$ cat src/rtl/input_conditioner.sv
// Synchronizer + debouncer bank: one lane per raw input, plus a shared busy flag.
// Define INPUT_CONDITIONER_EDGE_EN to build the rise_p/fall_p pulse registers.

module input_conditioner_ch #(
   parameter int DEB_CYCLES = 16
) (
   input  logic clk,
   input  logic rst,
   input  logic i_raw,
   output logic o_level,
   output logic o_rise,
   output logic o_fall,
   output logic o_cnt_nz
);
   localparam int CW = $clog2(DEB_CYCLES + 1);
   localparam logic [CW-1:0] LAST = CW'(DEB_CYCLES - 1);
   localparam logic [CW-1:0] ONE  = CW'(1);

   logic          r_sync1;
   logic          r_sync2;
   logic          r_level;
   logic [CW-1:0] r_cnt;
   logic          w_diff;
   logic          w_accept;

   assign w_diff   = r_sync2 ^ r_level;
   // cnt == DEB_CYCLES-1 is the same test as cnt+1 == DEB_CYCLES, without the extra carry bit
   assign w_accept = w_diff && (r_cnt == LAST);

   always_ff @(posedge clk or posedge rst) begin
      if (rst) begin
         r_sync1 <= 1'b0;
         r_sync2 <= 1'b0;
         r_level <= 1'b0;
         r_cnt   <= '0;
      end else begin
         r_sync1 <= i_raw;
         r_sync2 <= r_sync1;
         if (!w_diff) begin
            r_cnt <= '0;
         end else if (w_accept) begin
            r_cnt   <= '0;
            r_level <= r_sync2;
         end else begin
            r_cnt <= r_cnt + ONE;
         end
      end
   end

   assign o_level  = r_level;
   assign o_cnt_nz = (r_cnt != '0);

`ifdef INPUT_CONDITIONER_EDGE_EN
   logic r_rise;
   logic r_fall;

   // Pulses load on the same edge as the level, so they sit in the cycle right after the change
   always_ff @(posedge clk or posedge rst) begin
      if (rst) begin
         r_rise <= 1'b0;
         r_fall <= 1'b0;
      end else begin
         r_rise <= w_accept & r_sync2;
         r_fall <= w_accept & ~r_sync2;
      end
   end

   assign o_rise = r_rise;
   assign o_fall = r_fall;
`else
   assign o_rise = 1'b0;
   assign o_fall = 1'b0;
`endif

endmodule

module input_conditioner #(
   parameter int NCH        = 6,
   parameter int DEB_CYCLES = 16
) (
   input  logic           clk,
   input  logic           rst,
   input  logic [NCH-1:0] raw_in,
   output logic [NCH-1:0] level_out,
   output logic [NCH-1:0] rise_p,
   output logic [NCH-1:0] fall_p,
   output logic           busy
);
   logic [NCH-1:0] w_cnt_nz;
   logic           r_busy;

   for (genvar g = 0; g < NCH; g++) begin : g_ch
      input_conditioner_ch #(
         .DEB_CYCLES(DEB_CYCLES)
      ) u_ch (
         .clk      (clk),
         .rst      (rst),
         .i_raw    (raw_in[g]),
         .o_level  (level_out[g]),
         .o_rise   (rise_p[g]),
         .o_fall   (fall_p[g]),
         .o_cnt_nz (w_cnt_nz[g])
      );
   end

   always_ff @(posedge clk or posedge rst) begin
      if (rst) r_busy <= 1'b0;
      else     r_busy <= |w_cnt_nz;
   end

   assign busy = r_busy;

endmodule

$ cat config.mk
export PLATFORM = sky130hd
export DESIGN_NAME = input_conditioner
export DESIGN_NICKNAME = d
export VERILOG_FILES = /design/src/rtl/input_conditioner.sv
export SDC_FILE = /design/constraint.sdc
export NUM_CORES = 1
export LEC_CHECK = 0
export BUFFER_PORTS_ARGS = -buffer_cell sky130_fd_sc_hd__buf_4
export CAP_MARGIN = 20
export CORE_MARGIN = 4
export CORE_UTILIZATION = 50
export DETAILED_ROUTE_END_ITERATION = 6
export GPL_ROUTABILITY_DRIVEN = 0
export GPL_TIMING_DRIVEN = 1
export MAX_ROUTING_LAYER = met4
export PLACE_DENSITY = 0.7
export SLEW_MARGIN = 0
export SYNTH_ARGS = -nofsm -noshare
export SYNTH_HDL_FRONTEND = slang
export SYNTH_SLANG_ARGS = --single-unit
$ cat constraint.sdc
create_clock -name clk -period 4.24 [get_ports clk]
set_input_delay 0.424 -clock clk [delete_from_list [all_inputs] [get_ports clk]]
set_output_delay 0.424 -clock clk [all_outputs]
set_load 0.01 [all_outputs]
==> flow_metrics.py <==
metrics = {
    "power": {
        "p_sw_frac": 0.224,
        "power.switching_mw": 0.198,
        "p_clk_frac": 0.356,
        "vdd_ir_drop_max_v": 0.000230,
        "power.internal_mw": 0.686,
        "static-leakage-power_nw": 1.25,
        "p_comb_frac": 0.074,
        "p_per_area_nw_per_um2": 379,
        "p_seq_frac": 0.570,
    },
    "setup_path": {
        "crit_fanout": 4,
        "cp.arrival_ps": 1640,
        "path_class": "reg2reg",
        "startpoint_type": "register",
        "worstPathRequired_ps": 4400,
        "r2r_slack_ps": 2760,
        "cp-end-kind": "register",
    },
    "die": {
        "die_y_um": 73.3,
        "core_area_um2": 4060,
        "ios": 27,
        "die_area_um2": 5380,
        "rows": 23,
        "initial_core_util": 0.526,
        "fp.dieW_um": 73.3,
    },
    "grt": {
        "grt_pass1_vias": 1236,
        "antenna_found_initial": 0,
        "grt_pass1_wl_um": 5270,
        "track_usage": 0.133,
        "grt_overflow": 0,
        "grt_max_degree": 50,
    },
    "clock_tree": {
        "clk_path_buf_depth": 2,
        "cts_tree": "yes",
        "cts.sinks": 49,
        "cts_hold_buf": 0,
        "cts_root_buffer": "clkbuf_8",
        "cts_buffers": 5,
        "ctsResizeCount": 0,
        "htreeDepth": 2,
        "path_clk_slew_ps": 80,
        "cts_setup_buffers": 0,
        "insertion_delay_ps": 300,
    },
    "placed_design": {
        "dp.cells": 241,
        "port_buffers": 14,
        "hpwl_um": 2190,
        "place_ws_ps": 2770,
        "dpl-instance-area_um2": 2210,
    },
    "status": {
        "status": "complete, no violations",
    },
    "drt": {
        "ant_nets": 0,
        "drt_wl_total_um": 3040,
        "wl_per_cell_um": 12.2,
        "num_vias": 1226,
        "drt_iter0_drc": 66,
        "vias_per_cell": 4.92,
        "remaining_drc_errors": 0,
        "dr.pass1.iters": 4,
    },
    "timing": {
        "final_hold_viol_count": 0,
        "postLayoutSetupSlackWorst_ps": 2760,
        "rsz0062_at_grt": "no",
        "fin_tns_setup_ps": 0,
        "fin_skew_ps": 8.83,
        "slew_violations": 0,
        "period_share": 0.348,
        "finalSetupViolations": 0,
        "max_freq_mhz": 677,
        "fin_crit_ps": 1480,
    },
    "synth": {
        "yosysSeqAreaShare": 0.574,
        "avgSynthCellArea_um2": 11.6,
        "synth_area_um2": 2130,
        "syn_inst": 184,
        "synth_cell_type_count": 19,
        "ys.warnings.count": 0,
        "ys_ff_latch": 49,
    },
    "cells_and_area": {
        "layout-drive-gt1-share": 0.151,
        "postLayoutCellArea_um2": 2330,
        "final_common_cell": "dfrtp_1",
        "finalNetCount": 219,
        "most-common-layout-cells": "49 x dfrtp_1, 23 x nor2_1, 18 x xor2_1, 16 x inv_1, 14 x buf_4",
        "areaGrowthSynthToFinish_pct": 9.26,
        "final_cells": 249,
        "diodes": 0,
        "post-route-util": 0.575,
    },
    "hold_path": {
        "hp-class": "in2async",
    },
    "flow_run": {
        "maxCapViolCount": 0,
    },
}
[per-layer routing]
layer | up-vias | track usage | part of all wire
met4 | 0 | 0.0604 | 0.021
met3 | 7 | 0.0465 | 0.059
met1 | 606 | 0.156 | 0.43
met2 | 29 | 0.206 | 0.48
met5 | - | - | 0
li1 | 584 | - | -
[power groups by stage]
stage	logic, mW	registers, mW	clock network [mW]
CTS	0.0651	0.504	0.325
global route	0.0772	0.508	0.346
global placement	0.0622	0.511	0
finish	0.0655	0.504	0.315
floorplan	0.0566	0.509	0
detailed placement	0.0641	0.513	0
[layout make-up]
type                    instances  area (um^2)
clock buffers                   5         68.8
clock inverters                 2         35.0
fillers                       345         1730
inverters                      17         63.8
multi-input cells             111          751
flip-flops and latches         49         1230
well taps                      50         62.6
repair buffers                 15          125
[logic make-up after synthesis]
group | after synthesis | synth area share
compound gates | 6 | 0.0141
xor+xnor | 18 | 0.0739
fa+ha+maj | 12 | 0.0703
buf+inv | 35 | 0.0932
flops | 49 | 0.574
mux | 6 | 0.0317
other cells | 1 | 0.00176
simple gates | 57 | 0.141
[registers in the layout, indices dropped and copies added (netlist names)]
name,cells
g_ch.u_ch.o_level,6
g_ch.u_ch.r_cnt,30
g_ch.u_ch.r_sync1,6
busy,1
g_ch.u_ch.r_sync2,6
[cells in the mapped netlist]
master   number  area (um^2)
and2_1        8         50.1
and3_1        6         37.5
and4b_1       1         10.0
buf_4        18          135
conb_1        1         3.75
dfrtp_1      49         1230
ha_1         12          150
inv_1        17         63.8
mux2_2        6         67.6
nand2_1       1         3.75
nand3_1      12         60.1
nand4_1       1         6.26
nor2_1       23         86.3
nor4_1        1         6.26
nor4_2        1         12.5
nor4b_1       2         17.5
o21ai_0       6         30.0
or4b_1        1         10.0
xor2_1       18          158
[critical path: stages (launching register included)]
cell	delay (ps)
dfrtp_1	410
inv_1	70
ha_1	120
or4b_1	450
nor4_2	170
nand4_1	120
[path summary, 6_finish.rpt]
path,startpoint,end,cells past startpoint
min reg2reg,g_ch[0].u_ch.r_sync1$_DFF_PP0_,g_ch[0].u_ch.r_sync2$_DFF_PP0_,0
min,rst,g_ch[5].u_ch.r_cnt[4]$_DFF_PP0_,2
max reg2reg,g_ch[2].u_ch.r_cnt[0]$_DFF_PP0_,busy$_DFF_PP0_,5
max in group asynchronous,rst,g_ch[0].u_ch.r_cnt[4]$_DFF_PP0_,3
min in group clk,raw_in[1],g_ch[1].u_ch.r_sync1$_DFF_PP0_,1
max,g_ch[2].u_ch.r_cnt[0]$_DFF_PP0_,busy$_DFF_PP0_,5
[through the flow]
step / hold WS, ps / total power, mW
2_1_floorplan: 331 / 0.565
3_3_place_gp: 333 / 0.574
3_5_place_dp: 336 / 0.578
4_1_cts: 213 / 0.894
5_1_grt: 136 / 0.931
6_report: 119 / 0.884
(Power assumes the default switching activity.)
